===== config.mk =====
export PLATFORM = sky130hd
export DESIGN_NAME = free_list_flat
export DESIGN_NICKNAME = d
export VERILOG_FILES = /design/src/rtl/free_list_if.sv /design/src/rtl/free_list.sv /design/src/flat_wrapper.sv
export SDC_FILE = /design/constraint.sdc
export NUM_CORES = 1
export LEC_CHECK = 0
export CAP_MARGIN = 0
export CORE_MARGIN = 8
export CORE_UTILIZATION = 35
export DETAILED_ROUTE_END_ITERATION = 7
export GPL_TIMING_DRIVEN = 0
export MAX_ROUTING_LAYER = met4
export PLACE_DENSITY = 0.58
export SYNTH_ARGS = -nofsm -noshare
export SYNTH_HDL_FRONTEND = slang
export SYNTH_SLANG_ARGS = --single-unit

===== constraint.sdc =====
create_clock -name CLK -period 20 [get_ports CLK]
set_input_delay 4 -clock CLK [delete_from_list [all_inputs] [get_ports CLK]]
set_output_delay 4 -clock CLK [all_outputs]
set_load 0.1 [all_outputs]

===== src/rtl/free_list_if.sv =====
// free_list_if -- signal bundle between the rename stage and the free list.
//
// The master side is the FRAT/RRAT logic that requests and returns physical
// register IDs. The slave side is the free list itself.
//   SYS             master->slave  pipeline flush / recovery
//   Shift_IN_FRAT   master->slave  number of IDs the FRAT consumes this cycle
//   RegID_OUT_FRAT  slave->master  next free IDs, port i at [i*TAG_W +: TAG_W]
//   STALL_OUT_FRAT  slave->master  fewer than ALLOC_W IDs available
//   commit_IN_RRAT  master->slave  number of allocations retired this cycle
//   enable_IN_RRAT  master->slave  per-port release valid
//   RegID_IN_RRAT   master->slave  released (old-mapping) IDs
//   count_OUT       slave->master  IDs currently available
//   ERR_OUT         slave->master  sticky protocol error
interface free_list_if #(
  parameter int NUM_PREGS = 64,
  parameter int NUM_AREGS = 32,
  parameter int TAG_W     = 6,
  parameter int ALLOC_W   = 2,
  parameter int FREE_W    = 2
);
  localparam int DEPTH = NUM_PREGS - NUM_AREGS;
  localparam int CNT_W = $clog2(DEPTH + 1);
  localparam int SEL_W = $clog2(ALLOC_W + 1);

  logic                      SYS;
  logic [SEL_W-1:0]          Shift_IN_FRAT;
  logic [ALLOC_W*TAG_W-1:0]  RegID_OUT_FRAT;
  logic                      STALL_OUT_FRAT;
  logic [SEL_W-1:0]          commit_IN_RRAT;
  logic [FREE_W-1:0]         enable_IN_RRAT;
  logic [FREE_W*TAG_W-1:0]   RegID_IN_RRAT;
  logic [CNT_W-1:0]          count_OUT;
  logic                      ERR_OUT;

  modport master (
    output SYS, Shift_IN_FRAT, commit_IN_RRAT, enable_IN_RRAT, RegID_IN_RRAT,
    input  RegID_OUT_FRAT, STALL_OUT_FRAT, count_OUT, ERR_OUT
  );

  modport slave (
    input  SYS, Shift_IN_FRAT, commit_IN_RRAT, enable_IN_RRAT, RegID_IN_RRAT,
    output RegID_OUT_FRAT, STALL_OUT_FRAT, count_OUT, ERR_OUT
  );
endinterface


===== src/rtl/free_list.sv =====
// free_list -- physical register free list for a renaming front end.
//
// A circular buffer of DEPTH physical register IDs. The region chead..head
// holds IDs handed out speculatively but not yet committed; head..tail holds
// IDs free for allocation. A flush (SYS) rewinds head to chead so that the
// speculative IDs become free again, in their original order.
//
// Ports:
//   CLK    system clock
//   RESET  synchronous active-high reset (wins over every other input)
//   fl     free_list_if slave modport (allocation, commit, release, status)
module free_list #(
  parameter int NUM_PREGS = 64,
  parameter int NUM_AREGS = 32,
  parameter int TAG_W     = 6,
  parameter int ALLOC_W   = 2,
  parameter int FREE_W    = 2
) (
  input  logic       CLK,
  input  logic       RESET,
  free_list_if.slave fl
);
  localparam int DEPTH = NUM_PREGS - NUM_AREGS;
  localparam int CNT_W = $clog2(DEPTH + 1);
  localparam int SEL_W = $clog2(ALLOC_W + 1);
  localparam int PTR_W = (DEPTH > 1) ? $clog2(DEPTH) : 1;
  localparam int EXT_W = CNT_W + 1;
  localparam int SUM_W = CNT_W + 2;

  typedef logic [PTR_W-1:0] ptr_t;
  typedef logic [CNT_W-1:0] cnt_t;

  logic [TAG_W-1:0] slot_reg [DEPTH];
  ptr_t head_reg, chead_reg, tail_reg;
  ptr_t head_next, chead_next, tail_next;
  cnt_t count_reg, count_next;
  // Number of speculative (uncommitted) allocations. Kept explicitly because
  // head == chead is ambiguous between "none" and "all DEPTH outstanding".
  cnt_t out_reg, out_next;
  logic err_reg, err_next;

  logic             stall;
  logic             alloc_ok;
  cnt_t             alloc_amt;
  cnt_t             commit_amt;
  cnt_t             commit_ok_amt;
  cnt_t             out_after;
  cnt_t             free_cnt;
  cnt_t             frees_applied;
  cnt_t             free_ofs [FREE_W];
  logic [EXT_W-1:0] out_plus;
  logic [SUM_W-1:0] pool_sum;
  logic             commit_bad;
  logic             release_bad;

  ptr_t             free_slot [FREE_W];
  logic             wr_en     [FREE_W];
  logic [TAG_W-1:0] wr_tag    [FREE_W];

  // Pointer advance modulo DEPTH; n never exceeds DEPTH so one subtraction
  // is enough.
  function automatic ptr_t ptr_add(input ptr_t p, input cnt_t n);
    logic [EXT_W-1:0] s;
    s = EXT_W'(p) + EXT_W'(n);
    if (s >= EXT_W'(DEPTH)) s = s - EXT_W'(DEPTH);
    return s[PTR_W-1:0];
  endfunction

  // Stall depends only on the registered count, never on Shift_IN_FRAT.
  assign stall = count_reg < cnt_t'(ALLOC_W);

  always_comb begin
    // Over-wide requests are ignored so the count can never underflow.
    alloc_ok = (fl.Shift_IN_FRAT != '0)
            && (fl.Shift_IN_FRAT <= SEL_W'(ALLOC_W))
            && !stall && !fl.SYS;
    alloc_amt = alloc_ok ? cnt_t'(fl.Shift_IN_FRAT) : '0;

    // Commits may retire this cycle's allocations as well.
    out_plus      = EXT_W'(out_reg) + EXT_W'(alloc_amt);
    commit_amt    = cnt_t'(fl.commit_IN_RRAT);
    commit_bad    = EXT_W'(commit_amt) > out_plus;
    commit_ok_amt = commit_bad ? '0 : commit_amt;
    out_after     = cnt_t'(out_plus - EXT_W'(commit_ok_amt));

    // Releases are packed in ascending port order; free_ofs[i] is the slot
    // offset from tail for port i.
    free_cnt = '0;
    for (int i = 0; i < FREE_W; i++) begin
      free_ofs[i] = free_cnt;
      free_cnt    = free_cnt + cnt_t'(fl.enable_IN_RRAT[i]);
    end

    // Free + speculative + returning IDs can never exceed the buffer; if they
    // would, the RRAT is returning IDs it never owned.
    pool_sum      = SUM_W'(count_reg - alloc_amt) + SUM_W'(out_after) + SUM_W'(free_cnt);
    release_bad   = pool_sum > SUM_W'(DEPTH);
    frees_applied = release_bad ? '0 : free_cnt;

    chead_next = ptr_add(chead_reg, commit_ok_amt);
    tail_next  = ptr_add(tail_reg, frees_applied);
    err_next   = err_reg | commit_bad | release_bad;

    if (fl.SYS) begin
      // Everything still speculative becomes free again.
      head_next  = chead_next;
      count_next = count_reg + out_after + frees_applied;
      out_next   = '0;
    end else begin
      head_next  = ptr_add(head_reg, alloc_amt);
      count_next = count_reg - alloc_amt + frees_applied;
      out_next   = out_after;
    end
  end

  genvar gi;
  generate
    for (gi = 0; gi < FREE_W; gi++) begin : g_rel
      assign free_slot[gi] = ptr_add(tail_reg, free_ofs[gi]);
      assign wr_en[gi]     = fl.enable_IN_RRAT[gi] & ~release_bad;
      assign wr_tag[gi]    = fl.RegID_IN_RRAT[gi*TAG_W +: TAG_W];
    end

    // Reads come from the registered array, so an ID written this cycle is
    // only visible from the next cycle on.
    for (gi = 0; gi < ALLOC_W; gi++) begin : g_rd
      assign fl.RegID_OUT_FRAT[gi*TAG_W +: TAG_W] = slot_reg[ptr_add(head_reg, cnt_t'(gi))];
    end
  endgenerate

  always_ff @(posedge CLK) begin
    if (RESET) begin
      for (int k = 0; k < DEPTH; k++) begin
        slot_reg[k] <= TAG_W'(NUM_AREGS + k);
      end
      head_reg  <= '0;
      chead_reg <= '0;
      tail_reg  <= '0;
      count_reg <= cnt_t'(DEPTH);
      out_reg   <= '0;
      err_reg   <= 1'b0;
    end else begin
      for (int i = 0; i < FREE_W; i++) begin
        if (wr_en[i]) slot_reg[free_slot[i]] <= wr_tag[i];
      end
      head_reg  <= head_next;
      chead_reg <= chead_next;
      tail_reg  <= tail_next;
      count_reg <= count_next;
      out_reg   <= out_next;
      err_reg   <= err_next;
    end
  end

  assign fl.STALL_OUT_FRAT = stall;
  assign fl.count_OUT      = count_reg;
  assign fl.ERR_OUT        = err_reg;
endmodule


===== src/flat_wrapper.sv =====
// flat-port wrapper written by rule: the top's interface ports become plain ports
module free_list_flat 
#(
  parameter int NUM_PREGS = 64,
  parameter int NUM_AREGS = 32,
  parameter int TAG_W     = 6,
  parameter int ALLOC_W   = 2,
  parameter int FREE_W    = 2
)
  (CLK, RESET, fl_SYS, fl_Shift_IN_FRAT, fl_commit_IN_RRAT, fl_enable_IN_RRAT, fl_RegID_IN_RRAT, fl_RegID_OUT_FRAT, fl_STALL_OUT_FRAT, fl_count_OUT, fl_ERR_OUT);
  free_list_if #(.NUM_PREGS(NUM_PREGS), .NUM_AREGS(NUM_AREGS), .TAG_W(TAG_W), .ALLOC_W(ALLOC_W), .FREE_W(FREE_W)) fl_i ();
  input  logic CLK;
  input  logic RESET;
  input wire logic [$bits(fl_i.SYS)-1:0] fl_SYS;
  input wire logic [$bits(fl_i.Shift_IN_FRAT)-1:0] fl_Shift_IN_FRAT;
  input wire logic [$bits(fl_i.commit_IN_RRAT)-1:0] fl_commit_IN_RRAT;
  input wire logic [$bits(fl_i.enable_IN_RRAT)-1:0] fl_enable_IN_RRAT;
  input wire logic [$bits(fl_i.RegID_IN_RRAT)-1:0] fl_RegID_IN_RRAT;
  output wire logic [$bits(fl_i.RegID_OUT_FRAT)-1:0] fl_RegID_OUT_FRAT;
  output wire logic [$bits(fl_i.STALL_OUT_FRAT)-1:0] fl_STALL_OUT_FRAT;
  output wire logic [$bits(fl_i.count_OUT)-1:0] fl_count_OUT;
  output wire logic [$bits(fl_i.ERR_OUT)-1:0] fl_ERR_OUT;
  assign fl_i.SYS = fl_SYS;
  assign fl_i.Shift_IN_FRAT = fl_Shift_IN_FRAT;
  assign fl_i.commit_IN_RRAT = fl_commit_IN_RRAT;
  assign fl_i.enable_IN_RRAT = fl_enable_IN_RRAT;
  assign fl_i.RegID_IN_RRAT = fl_RegID_IN_RRAT;
  assign fl_RegID_OUT_FRAT = fl_i.RegID_OUT_FRAT;
  assign fl_STALL_OUT_FRAT = fl_i.STALL_OUT_FRAT;
  assign fl_count_OUT = fl_i.count_OUT;
  assign fl_ERR_OUT = fl_i.ERR_OUT;
  free_list #(.NUM_PREGS(NUM_PREGS), .NUM_AREGS(NUM_AREGS), .TAG_W(TAG_W), .ALLOC_W(ALLOC_W), .FREE_W(FREE_W)) u_core (.CLK(CLK), .RESET(RESET), .fl(fl_i));
endmodule

==> reports/summary.md <==
The most common flop cell mapped by yosys is sky130_fd_sc_hd__edfxtp_1. The clock root buffer was sky130_fd_sc_hd__clkbuf_16. Dividing the detail-routed wire length by the instance count gives 36.86 um. From bottom edge to top edge, the die measures 240.3 um.

The fraction of synthesized cell area taken by the top area cell type is 0.3274, and the sum of negative setup slack is 0 ns. The number of buffers inserted to repair setup after CTS was 0; the number of setup violations in the final report was 0. The logs give 57750 um^2 for the die area and 69390 um for the final HPWL from detailed placement. The pin count of the biggest net entering global routing was 14; the H-tree depth was 1. At the end of the flow, the number of nets in the layout was 1725. For this run, the top clock speed supported by timing is 67.80 MHz.

On the worst path, the slowest cell contributes a delay of 0.85 ns. Endpoint type of the worst setup path: a flip-flop. Cell occurring most often along the worst timing path: sky130_fd_sc_hd__ha_1.

After clock tree synthesis, the clock-pin slew on the worst setup and hold paths is 0.06 ns. Measured along the x axis, the die boundary spans 240.3 um. On the critical path the largest part of the delay comes from buffers and inverters.

Relative to the synthesized area, the layout overhead comes to 11.57%. For this design, the slowest cell found on the critical path is sky130_fd_sc_hd__nor4b_1. The number of primary I/O pins was 41.

The post-layout utilization of the core is 0.3932. Setup repair after global routing left no endpoint under its margin. The worst min-delay path endpoint was u_core.chead_reg[4]. The clock drives 220 sinks. Type of element launching the critical path: a primary input. Summing all non-filler instances in the final layout gives an area of 19650 um^2. Startpoint of the lowest-slack hold path: u_core.chead_reg[4]. In this run the register-to-register setup slack is 8.32 ns.

The run gives 0 as the total of hold buffers inserted after clock tree synthesis. TritonCTS built the clock tree. The first-pass GRT wire length was 117800 um; the instance count of the mapped netlist was 1577. The initial standard-cell utilization of the core was 0.3525.

The number of flip-flops and latches in the synthesized netlist works out to 220. Among all cell types in the netlist, the one instantiated most often is sky130_fd_sc_hd__edfxtp_1. The logs give 4 for the initial antenna violation count and 20.47 ns for the required time at the worst-slack endpoint. The run finished, with violations left.

After floorplanning, the core was sized to cover 49970 um^2. The tightest slew margin relative to the limit came out at 0.1427. The total routed wirelength was 86220 um; the overflow left after global routing was 0. The commonest cells after synthesis are sky130_fd_sc_hd__edfxtp_1 (192), sky130_fd_sc_hd__clkbuf_1 (161), sky130_fd_sc_hd__mux4_2 (120). Once placement finished, the instance area stood at 18850 um^2. The worst hold path was traced through 2 stages. The count of cells resized by post-cts repair is 0. The number of iterations in the first detailed-routing pass is 8, and the per-instance average area after synthesis is 11.17 um^2. The slew at the pin closest to its max-slew limit was 1.283 ns. The sequential share of the synthesized area came out at 0.3592.

By area the synthesized netlist is led by sky130_fd_sc_hd__edfxtp_1 (33%), sky130_fd_sc_hd__mux4_2 (15%), sky130_fd_sc_hd__mux2_2 (4.4%). The endpoint identified for the worst register-to-register timing path is u_core.fl.count_OUT[5]. The DRC violation total after the first TritonRoute iteration is 2475, and the aggregate global-route resource usage is 0.3017. For the worst flop-to-flop path, the logic depth is 38. Along the worst path, the maximum fanout reaches 10. Once detail routing completed, the nets flagged for antenna violations numbered 0. The number of clock buffers added by TritonCTS is 27.

The fraction of final layout cells sized beyond drive strength 1 was 0.1947; the post-route clock period utilization was 0.7375. The count of flip-flops with a built-in enable after synthesis came out at 192. The type of the worst setup path is in -> reg. The run gives 0 as the max capacitance violation total. For the final database, setup skew stands at 0.04209 ns. Row generation in the floorplan step produced 82 rows. For the worst-skew pair, the clock arrives at the later sink with an insertion delay of 0.58 ns. Input and output buffers added on the ports amount to 36.

The class of the tightest hold or removal check was reg -> reg. Maximum buffer depth of the clock tree: 3. The average vias per placed instance was 6.575; the total vias in the final route was 15.38k.

The via count of the first global-routing pass came out at 14.48k. Launching point of the worst reg2reg path: u_core.fl.count_OUT[2]. The flip-flop count of the largest register, all copies and words added was 192.

Summed over all instances, the cell type with the most area after synthesis is sky130_fd_sc_hd__edfxtp_1. The max-slew violation count is 0, and the number of synthesis warnings is 0. The fraction of registers with async set or reset after synthesis was 0; the number of distinct library cell variants in the gate-level netlist after synthesis was 68. Number of hold-slack violations in the final timing report: 0. Data on the critical path arrives at its endpoint at 15.22 ns. The final reports fail on design-rule violations. The cell area that synthesis handed to floorplanning was 17610 um^2. Synthesis produced a netlist with a net count of 1657. In the routed design, unresolved DRC markers number 2. The clock period minus worst slack was 14.75 ns. The critical path buffer and inverter count is 9. Routability-driven placement finished with a final weighted congestion of 1.012.
## worst register-to-register path: cells and delay by family (launching register included)
| kind | cells | cell delay, ns |
|---|---|---|
| mux | 2 | 0.58 |
| simple gates | 7 | 2.23 |
| buf+inv | 8 | 2.23 |
| fa+ha+maj | 9 | 3.09 |
| flops | 1 | 0.48 |
| xor+xnor | 2 | 0.34 |
| compound gates | 10 | 2.64 |
## layout make-up
type                       instances  area (um^2)
antenna                            3        7.507
buffer                           202        852.1
multi-input combinational       1104        10260
clock buffer                      28        679.4
inverter                          51        191.4
tap                              672        840.8
timing repair buffer              39        380.4
clock inverter                    20        113.9
sequential                       220         6326
fill                            4888        30320
## cell families (layout without fill, tap and decap cells)
family / after synthesis / after routing / share of synthesized area
AO/OA/AOI/OAI: 124 / 124 / 0.05200
XOR/XNOR: 31 / 31 / 0.01542
adder cells (fa/ha/maj): 59 / 59 / 0.04788
buffers and inverters: 253 / 340 / 0.05925
flip-flops: 220 / 220 / 0.3592
multiplexers: 304 / 304 / 0.2787
other: 0 / 3 / 0
AND/OR/NAND/NOR: 586 / 586 / 0.1876
## how the worst max path moves through the flow
stage | start | to | slack (ns) | depth (start not counted)
2_1_floorplan | fl_SYS | u_core.fl.count_OUT[5] | 7.43 | 37
3_3_place_gp | fl_SYS | u_core.slot_reg[2][0] | 4.71 | 27
3_5_place_dp | fl_SYS | u_core.fl.count_OUT[5] | 4.77 | 34
4_1_cts | fl_SYS | u_core.fl.count_OUT[5] | 5.34 | 34
5_1_grt | fl_SYS | u_core.fl.count_OUT[5] | 4.51 | 34
6_report | fl_SYS | u_core.fl.count_OUT[5] | 5.25 | 36
## per-stage QoR
stage | hold WS [ns] | cells | setup WS [ns]
floorplan | 0.4645 | 1577 | 7.430
global placement | 0.4895 | 2285 | 4.713
detailed placement | 0.4891 | 2288 | 4.767
CTS | 0.4990 | 2336 | 5.337
global route | 0.5468 | 2338 | 4.514
finish | 0.4984 | 2339 | 5.250
## per-layer routing
layer	wire length, um	part of all wire	global-route usage
met1	34810	0.40	0.3932
met4	4879	0.057	0.1358
met2	38230	0.44	0.4556
met3	8299	0.096	0.05455
met5	0	0	-
## layout by cell type (no fill, tap or decap), types with 9 or more instances in the layout
| cell | count |
|---|---|
| sky130_fd_sc_hd__edfxtp_1 | 192 |
| sky130_fd_sc_hd__clkbuf_1 | 162 |
| sky130_fd_sc_hd__mux4_2 | 120 |
| sky130_fd_sc_hd__nor3_1 | 112 |
| sky130_fd_sc_hd__nand3_1 | 102 |
| sky130_fd_sc_hd__nand4_1 | 90 |
| sky130_fd_sc_hd__nor4_1 | 77 |
| sky130_fd_sc_hd__mux2_2 | 69 |
| sky130_fd_sc_hd__inv_1 | 50 |
| sky130_fd_sc_hd__mux2_4 | 47 |
| sky130_fd_sc_hd__ha_1 | 45 |
| sky130_fd_sc_hd__nor2_1 | 43 |
| sky130_fd_sc_hd__nand2_1 | 39 |
| sky130_fd_sc_hd__or3_1 | 38 |
| sky130_fd_sc_hd__clkdlybuf4s50_1 | 36 |
| sky130_fd_sc_hd__mux2_1 | 34 |
| sky130_fd_sc_hd__mux2i_1 | 34 |
| sky130_fd_sc_hd__dfxtp_1 | 28 |
| sky130_fd_sc_hd__clkbuf_16 | 27 |
| sky130_fd_sc_hd__o211ai_1 | 26 |
| sky130_fd_sc_hd__buf_1 | 23 |
| sky130_fd_sc_hd__xnor2_1 | 18 |
| sky130_fd_sc_hd__a21oi_1 | 17 |
| sky130_fd_sc_hd__nand2b_1 | 17 |
| sky130_fd_sc_hd__and3_1 | 15 |
| sky130_fd_sc_hd__o21ai_0 | 14 |
| sky130_fd_sc_hd__fa_1 | 14 |
| sky130_fd_sc_hd__nor2b_1 | 13 |
| sky130_fd_sc_hd__xor2_1 | 13 |
| sky130_fd_sc_hd__o21a_1 | 11 |
| sky130_fd_sc_hd__buf_6 | 11 |
| sky130_fd_sc_hd__and2_1 | 10 |
| sky130_fd_sc_hd__or4_4 | 10 |
| sky130_fd_sc_hd__clkinv_2 | 10 |
| sky130_fd_sc_hd__a21o_1 | 9 |
Power is not shown: default switching activity piles up to over one toggle a cycle in this logic, so the estimate is an artifact.
